<file path="src/rtl/io_bus_router.sv">
// IO-bus router: address-decoded slot select, registered slave strobes,
// valid-handshake reads with timeout and error reporting.
module io_bus_router #(
  parameter int NUM_SLAVES     = 4,
  parameter int SLOT_LSB       = 8,
  parameter int TIMEOUT_CYCLES = 16
) (
  input  logic                       clk,
  input  logic                       rst,
  input  logic                       m_rd_en,
  input  logic                       m_wr_en,
  input  logic [31:0]                m_address,
  input  logic [31:0]                m_wr_data,
  output logic                       m_ready,
  output logic [31:0]                m_rd_data,
  output logic                       m_rd_valid,
  output logic                       m_err,
  output logic                       s_rd_en,
  output logic                       s_wr_en,
  output logic [NUM_SLAVES-1:0]      s_cs,
  output logic [31:0]                s_address,
  output logic [31:0]                s_wr_data,
  input  logic [32*NUM_SLAVES-1:0]   s_rd_data,
  input  logic [NUM_SLAVES-1:0]      s_rd_valid
);

  localparam int SW = $clog2(NUM_SLAVES);
  localparam int CW = $clog2(TIMEOUT_CYCLES + 1);
  localparam int unsigned NS = NUM_SLAVES;
  localparam logic [CW-1:0] TMO = CW'(TIMEOUT_CYCLES);
  localparam logic [NUM_SLAVES-1:0] ONE = NUM_SLAVES'(1);

  typedef enum logic [1:0] {IDLE, RD_WAIT, RESP} state_t;

  state_t        state;
  logic [SW-1:0] sel_reg;
  logic [SW-1:0] slot;
  logic [CW-1:0] cnt;
  logic [CW-1:0] cnt_nxt;
  logic          accept;
  logic          legal;
  logic          sel_valid;
  logic [31:0]   sel_data;

  assign m_ready   = !rst && (state != RD_WAIT);
  assign accept    = m_ready && (m_rd_en || m_wr_en);
  assign slot      = m_address[SLOT_LSB +: SW];
  assign legal     = (32'(slot) < NS) && !(m_rd_en && m_wr_en);
  assign sel_valid = s_rd_valid[sel_reg];
  assign sel_data  = s_rd_data[32*sel_reg +: 32];
  assign cnt_nxt   = cnt + CW'(1);

  always_ff @(posedge clk) begin
    if (rst) begin
      state      <= IDLE;
      sel_reg    <= '0;
      cnt        <= '0;
      s_rd_en    <= 1'b0;
      s_wr_en    <= 1'b0;
      s_cs       <= '0;
      s_address  <= '0;
      s_wr_data  <= '0;
      m_rd_valid <= 1'b0;
      m_err      <= 1'b0;
      m_rd_data  <= '0;
    end else begin
      s_rd_en    <= 1'b0;
      s_wr_en    <= 1'b0;
      s_cs       <= '0;
      m_rd_valid <= 1'b0;
      m_err      <= 1'b0;
      unique case (state)
        RD_WAIT: begin
          if (sel_valid) begin
            m_rd_data  <= sel_data;
            m_rd_valid <= 1'b1;
            state      <= RESP;
          end else begin
            cnt <= cnt_nxt;
            // counter stops at the limit; a new read clears it
            if (cnt_nxt == TMO) begin
              m_rd_data  <= '0;
              m_rd_valid <= 1'b1;
              m_err      <= 1'b1;
              state      <= RESP;
            end
          end
        end
        default: begin
          state <= IDLE;
          if (accept) begin
            if (legal) begin
              s_cs      <= ONE << slot;
              s_address <= m_address;
              if (m_wr_en) begin
                s_wr_en   <= 1'b1;
                s_wr_data <= m_wr_data;
              end else begin
                s_rd_en <= 1'b1;
                sel_reg <= slot;
                cnt     <= '0;
                state   <= RD_WAIT;
              end
            end else if (m_rd_en) begin
              m_rd_data  <= '0;
              m_rd_valid <= 1'b1;
              m_err      <= 1'b1;
              state      <= RESP;
            end else begin
              m_err <= 1'b1;
            end
          end
        end
      endcase
    end
  end

endmodule

</file>
<file path="config.mk">
export PLATFORM = sky130hd
export DESIGN_NAME = io_bus_router
export DESIGN_NICKNAME = d
export VERILOG_FILES = /design/src/rtl/io_bus_router.sv
export SDC_FILE = /design/constraint.sdc
export NUM_CORES = 1
export LEC_CHECK = 0
export ABC_AREA = 1
export BUFFER_PORTS_ARGS = -buffer_cell sky130_fd_sc_hd__buf_2
export CAP_MARGIN = 20
export CORE_MARGIN = 1
export CORE_UTILIZATION = 30
export CTS_CLUSTER_DIAMETER = 40
export DETAILED_ROUTE_END_ITERATION = 6
export PLACE_DENSITY = 0.67
export SLEW_MARGIN = 10
export SYNTH_ARGS = -nofsm -noshare
export SYNTH_HDL_FRONTEND = slang
export SYNTH_SLANG_ARGS = --single-unit
</file>
<file path="constraint.sdc">
create_clock -name clk -period 1.88 [get_ports clk]
set_input_delay 0.47 -clock clk [delete_from_list [all_inputs] [get_ports clk]]
set_output_delay 0.47 -clock clk [all_outputs]
set_load 0.005 [all_outputs]
</file>
==> flow_metrics.py, run 1 <==
metrics = {
    "run_status": {
        "status": "complete, no violations",
    },
    "worst_setup_path": {
        "path_class": "reg2out",
        "timing.critical_path.arrival_ns": 1.22,
        "critical_path_peak_fanout": 4,
        "required_ns": 1.41,
        "crit_path_cell_trace": "inv_1 -> nor2_2 -> buf_4 -> nor2_4 -> buf_2",
        "timing.critical_path.slowest_stage_cell": "dfxtp_1",
        "cpPeakStageDelay_ns": 0.30,
        "endpoint_kind": "output pin",
        "worstSetupStartpointType": "flop",
    },
    "global_routing": {
        "grt_pass1_wl_mm": 26.6,
        "grt_start_max_net_pins": 61,
        "global_route.overflow_total": 0,
        "first_global_vias": 5458,
        "track_usage_pct": 18.6,
        "antenna_found_initial": 0,
    },
    "clocking": {
        "clkSinkCount": 113,
        "cts_post_setup_buffers_inserted": 0,
        "clock_tree.htree_level_count": 4,
        "worst_setup_hold_path_clk_slew_ns": 0.05,
        "skew_pair_late_insertion_delay_ns": 0.40,
        "cts-resized-gates": 0,
        "cts-root-buf": "clkbuf_16",
        "cts_hold_repair.buffers": 0,
        "total_cts_buffers": 17,
        "tritoncts": "built",
        "clockBufferDepth": 2,
    },
    "die": {
        "placementRows": 48,
        "fp.dieH_um": 136,
        "effective_utilization_at_floorplan_pct": 30.9,
        "fp.coreArea_um2": 17400,
        "fp.dieW_um": 136,
        "die_area_um2": 18500,
        "boundaryPins": 305,
    },
    "final_layout": {
        "nFillCells": 1867,
        "antenna-diode-count": 0,
        "drive_gt1_share_pct": 33.4,
        "area_growth_pct": 44.2,
        "registers_with_the_highest_flip_flop_counts": "m_rd_data x32, s_address x32, s_wr_data x32",
        "final_nets": 1325,
    },
    "sta": {
        "min_period_over_period_pct": 89.9,
        "worst-slew-pin-transition_ns": 0.394,
        "period_needed_ns": 1.69,
        "fin_setup_tns_ns": 0,
        "timing.fmax_mhz": 592,
        "grt_setup_unrepaired": "false",
        "slew_viol_final": 0,
        "maxSlewHeadroom_pct": 73.5,
        "fin_skew_ns": 0.00924,
        "hold_viol": 0,
        "final.hold.worst_slack_ns": 0.274,
        "setup_viol_count_final": 0,
    },
    "place": {
        "place.detailed.hpwl_mm": 13.2,
        "port_buffers": 304,
        "place_congestion": 0.779,
    },
    "synthesis": {
        "postSynthNetCount": 1029,
        "synth_edf_count": 0,
        "most_common_cell_in_the_netlist": "nor2_1",
        "number_of_warnings_printed_during_yosys_synthesis": 0,
        "synth_top_cell_area_share_pct": 42.0,
        "dominantRegCellSynth": "dfxtp_1",
        "synthCells": 828,
        "netlist_area_um2": 5390,
        "synth.area.top_cells": "dfxtp_1 (42%), nor2_1 (18%), nand2_1 (11%), o21ai_0 (9.3%), a21oi_1 (6.7%)",
        "ys_async_sr_fraction_pct": 0,
        "netlist-cell-type-count": 28,
        "avgSynthCellArea_um2": 6.50,
        "synth.yosys.seq_area_share_pct": 42.0,
        "post_synth_most_frequent_cells": "nor2_1 (259), nand2_1 (151), dfxtp_1 (113), o21ai_0 (100), a21oi_1 (72)",
        "synth_area_leader_cell": "dfxtp_1",
        "postSynthRegisterBits": 113,
    },
    "detailed_routing": {
        "post_drt_wl_per_cell_um": 13.3,
        "detailedRoute.firstIterationViolations": 208,
        "routed_wl_mm": 18.0,
        "antenna_violating_nets_post_route": 0,
        "route.detailed.vias_per_inst": 4.49,
        "post-route-drc-count": 0,
        "num_vias": 6116,
        "firstDrtPassIters": 5,
    },
    "power_and_ir_drop": {
        "power.density_cell_area_nw_per_um2": 904,
        "vdd_drop_max_v": 0.000537,
        "static_leakage_power_uw": 0.00400,
    },
    "job": {
        "maxCapViolations": 0,
    },
    "min_path": {
        "worst_hold_path_type": "in2reg",
    },
}
critical path, delay by kind of cell, from the launching register on:
family | cells | cell delay [ns]
buffers and inverters | 3 | 0.34
and+or+nand+nor | 2 | 0.19
DFF | 1 | 0.30
layer usage:
layer | GRT usage (%) | routed length [µm] | vias up | part of all wire, %
met4 | 5.93 | 270 | 0 | 1.5
met1 | 21.2 | 7770 | 2658 | 43
met3 | 6.30 | 1450 | 21 | 8.0
met2 | 32.6 | 8550 | 235 | 47
met5 | 0 | 0 | - | 0
li1 | - | - | 3202 | -
cells in the final DEF (no fill, tap or decap), types with 2 or more instances in the layout:
cell and n:
a21oi_1 72, buf_12 4, buf_2 304, buf_4 23, bufinv_16 3, clkbuf_1 2
clkbuf_16 17, clkbuf_8 3, clkinv_2 3, clkinvlp_4 3, dfxtp_1 112, inv_1 41
inv_2 3, nand2_1 151, nand2_2 5, nand2_8 2, nand3_1 11, nand4_1 2
nor2_1 259, nor2_4 3, nor3_1 2, o21ai_0 100
logic make-up after synthesis:
kind of cell	synth area share (%)
compound gates	16.7
xor+xnor	0.163
fa+ha+maj	0.232
buf+inv	8.85
flops	42.0
simple gates	32.0
report_power, final:
| part | leakage (µW) | internal, µW | switching, µW |
|---|---|---|---|
| clock | 0.000288 | 2180 | 1110 |
| sequential | 0.000925 | 2560 | 76.7 |
| combinational | 0.00279 | 485 | 617 |
| total | 0.00400 | 5220 | 1800 |
final cells by class:
class	count	area (µm²)	share of cell area (%)
clock inverter	9	131	1.69
inverter	45	170	2.19
sequential	113	2260	29.2
multi-input combinational	616	2670	34.4
timing repair buffer	331	1770	22.9
tap	225	282	3.63
clock buffer	22	474	6.11
through the flow:
step	worst slack, ns	total power (µW)	instances	cell area [µm²]	utilization (%)
6_report	0.189	7020	1361	7760	44.6
3_5_place_dp	0.127	3780	1329	7140	41.0
2_1_floorplan	0.306	3260	828	5390	-
4_1_cts	0.122	7110	1360	7740	44.4
5_1_grt	0.00309	7400	1361	7760	44.6
3_3_place_gp	0.171	3760	1329	7140	41.0
final timing paths:
| path | endpoint | slack (ns) | start | cells past startpoint |
|---|---|---|---|---|
| worst max-delay path | m_ready | 0.19 | state[0] | 5 |
| worst max register to register | m_rd_data[18] | 0.20 | sel_reg[0] | 11 |
| worst min register to register | s_wr_data[27] | 0.46 | s_wr_data[27] | 2 |
| worst min-delay path | s_cs[1] | 0.27 | m_address[9] | 2 |
No activity file was read; power rests on OpenSTA's default activity.
==> run 2, diff against run 1 <==
Settings changed: CAP_MARGIN 20 to 10, PLACE_DENSITY 0.67 to not set.
==> run 2 against run 1 <==
Effect of this change: sequential power hardly changed; sequential cell count stayed put; power is 0.16% higher; register-to-register slack improved by 0.04 ns; critical path type is now reg2reg; critical path depth increased by 6; largest power group unchanged; highest routed layer unchanged; cell count is 0.22% lower; clock skew decreased by 0.0010 ns; fmax increased by 3.0%; routed wire length decreased by 1.2%; sequential share of layout area rose by 0.079 points; die area is the same.
==> flow_metrics.py, run 2 (synthesized netlist as in run 1, its figures left out) <==
metrics = {
    "sta": {
        "hold_viol": 0,
        "slew_viol_final": 0,
        "fin_setup_tns_ns": 0,
        "fin_skew_ns": 0.00824,
        "min_period_over_period_pct": 87.3,
        "timing.fmax_mhz": 609,
        "setup_viol_count_final": 0,
        "period_needed_ns": 1.64,
        "worst-slew-pin-transition_ns": 0.461,
        "grt_setup_unrepaired": "false",
        "maxSlewHeadroom_pct": 69.3,
    },
    "global_routing": {
        "first_global_vias": 5428,
        "grt_pass1_wl_mm": 27.0,
        "global_route.overflow_total": 0,
        "antenna_found_initial": 0,
        "track_usage_pct": 18.9,
        "grt_start_max_net_pins": 65,
    },
    "worst_setup_path": {
        "critical_path_peak_fanout": 27,
        "timing.critical_path.slowest_stage_cell": "dfxtp_2",
        "crit_path_cell_trace": "ha_2 -> nand3_1 -> nand2_1 -> nand2_1 -> nand3_1 -> nand2_4 -> nand2_8 -> buf_12 -> nand2_1 -> nand2_1 -> nor2_1",
        "timing.critical_path.arrival_ns": 1.94,
        "worstRegToRegCells": 11,
        "timing.rr.end": "m_rd_data[17]",
        "worstSetupStartpointType": "flop",
        "endpoint_kind": "flop",
        "cell_class_contributing_the_biggest_share_of_worst_path_delay": "simple AND/OR/NAND/NOR gates",
        "rrSetupSlack_ns": 0.24,
        "cpPeakStageDelay_ns": 0.36,
        "path_class": "reg2reg",
        "crit-reg2reg-launch": "cnt[0]",
        "required_ns": 2.18,
        "critPathMostFrequentCell": "nand2_1",
        "cp.buffers_inverters": 1,
        "logic_depth_of_the_worst_path_buffers_included": 11,
    },
    "clocking": {
        "cts_post_setup_buffers_inserted": 0,
        "cts-root-buf": "clkbuf_16",
        "cts-resized-gates": 0,
        "tritoncts": "built",
        "worst_setup_hold_path_clk_slew_ns": 0.05,
        "skew_pair_late_insertion_delay_ns": 0.41,
        "clockBufferDepth": 2,
        "total_cts_buffers": 17,
        "clkSinkCount": 113,
        "clock_tree.htree_level_count": 4,
        "cts_hold_repair.buffers": 0,
    },
    "power_and_ir_drop": {
        "power.density_cell_area_nw_per_um2": 907,
        "finalPower_uw": 7030,
        "vdd_drop_max_v": 0.000530,
        "static_leakage_power_uw": 0.00401,
    },
    "detailed_routing": {
        "routed_wl_mm": 17.8,
        "num_vias": 6084,
        "route.detailed.vias_per_inst": 4.48,
        "detailedRoute.firstIterationViolations": 181,
        "antenna_violating_nets_post_route": 0,
        "firstDrtPassIters": 4,
        "post-route-drc-count": 0,
        "post_drt_wl_per_cell_um": 13.1,
    },
    "die": {
        "fp.coreArea_um2": 17400,
        "die_area_um2": 18500,
        "fp.dieH_um": 136,
        "boundaryPins": 305,
        "effective_utilization_at_floorplan_pct": 30.9,
        "placementRows": 48,
        "fp.dieW_um": 136,
    },
    "min_path": {
        "min_from": "m_address[9]",
        "min_to": "s_cs[1]",
        "worst_hold_path_type": "in2reg",
        "hold_depth": 2,
    },
    "place": {
        "place_congestion": 0.815,
        "dp.cells": 1326,
        "place.detailed.hpwl_mm": 13.1,
        "postPlaceCellArea_um2": 7140,
        "port_buffers": 304,
    },
    "final_layout": {
        "area_growth_pct": 43.9,
        "drive_gt1_share_pct": 33.3,
        "final_area_um2": 7750,
        "area_of_combinational_cells_with_multiple_inputs_um2": 2650,
        "registers_with_the_highest_flip_flop_counts": "m_rd_data x32, s_address x32, s_wr_data x32",
        "final_nets": 1321,
        "most-common-layout-cells": "buf_2 (304), nor2_1 (259), nand2_1 (151), dfxtp_1 (110), o21ai_0 (100)",
        "most_common_cell_after_layout_fill_and_taps_aside": "buf_2",
        "seqCellArea_um2": 2270,
        "final-instance-count-excl-fill": 1358,
        "antenna-diode-count": 0,
        "nFillCells": 1836,
    },
    "run_status": {
        "status": "complete, no violations",
    },
    "job": {
        "maxCapViolations": 0,
    },
}
## run 2: cell count changes in the layout (fill, tap and decap cells not counted)
cell | before | now
nand2_8 | 2 | 1
dfxtp_1 | 112 | 110
dfxtp_2 | 1 | 3
clkbuf_1 | 2 | 3
clkinv_2 | 3 | 4
clkinv_4 | 1 | 2
buf_12 | 4 | 6
clkinvlp_4 | 3 | 1
buf_4 | 23 | 18
## run 2: final cells by class
cell class / count / area share [%]
clock buffers: 23 / 6.17
clock inverters: 9 / 1.68
inverters: 45 / 2.20
multi-input cells: 615 / 34.2
flip-flops and latches: 113 / 29.2
well taps: 225 / 3.63
repair buffers: 328 / 22.9
## run 2: report_power, final
part           switching [µW]  internal (µW)  total, µW
Combinational             602            490       1090
Clock                    1120           2190       3310
Sequential               75.9           2560       2630
## run 2: worst register-to-register path, delay by kind of cell, from the launching register on
family / cells / cell delay [ns]
and+or+nand+nor: 9 / 0.78
DFF: 1 / 0.36
buffers and inverters: 1 / 0.18
adders and majority gates: 1 / 0.23
## run 2: per-layer routing
metal  wire (µm)  up-vias  global-route usage [%]
met5           0        -                       0
met4         287        0                    6.91
met3        1600       15                    6.86
met2        8330      235                    32.3
met1        7600     2646                    21.5
li1            -     3188                       -
## run 2: worst max-delay path by stage
stage	from	end	slack, ns
6_report	cnt[0]	m_rd_data[17]	0.24
5_1_grt	cnt[0]	m_rd_data[21]	0.04
4_1_cts	cnt[0]	m_rd_data[17]	0.16
3_5_place_dp	cnt[0]	m_rd_data[17]	0.16
3_3_place_gp	cnt[0]	m_rd_data[21]	0.21
2_1_floorplan	rst	s_wr_data[12]	0.31
## run 2: through the flow
stage	utilization (%)	worst slack (ns)	hold WS, ns
final	44.5	0.239	0.275
after global routing	44.5	0.0386	0.265
after global placement	41.0	0.212	0.448
after floorplan	-	0.306	0.458
after CTS	44.5	0.159	0.252
after detailed placement	41.0	0.160	0.453
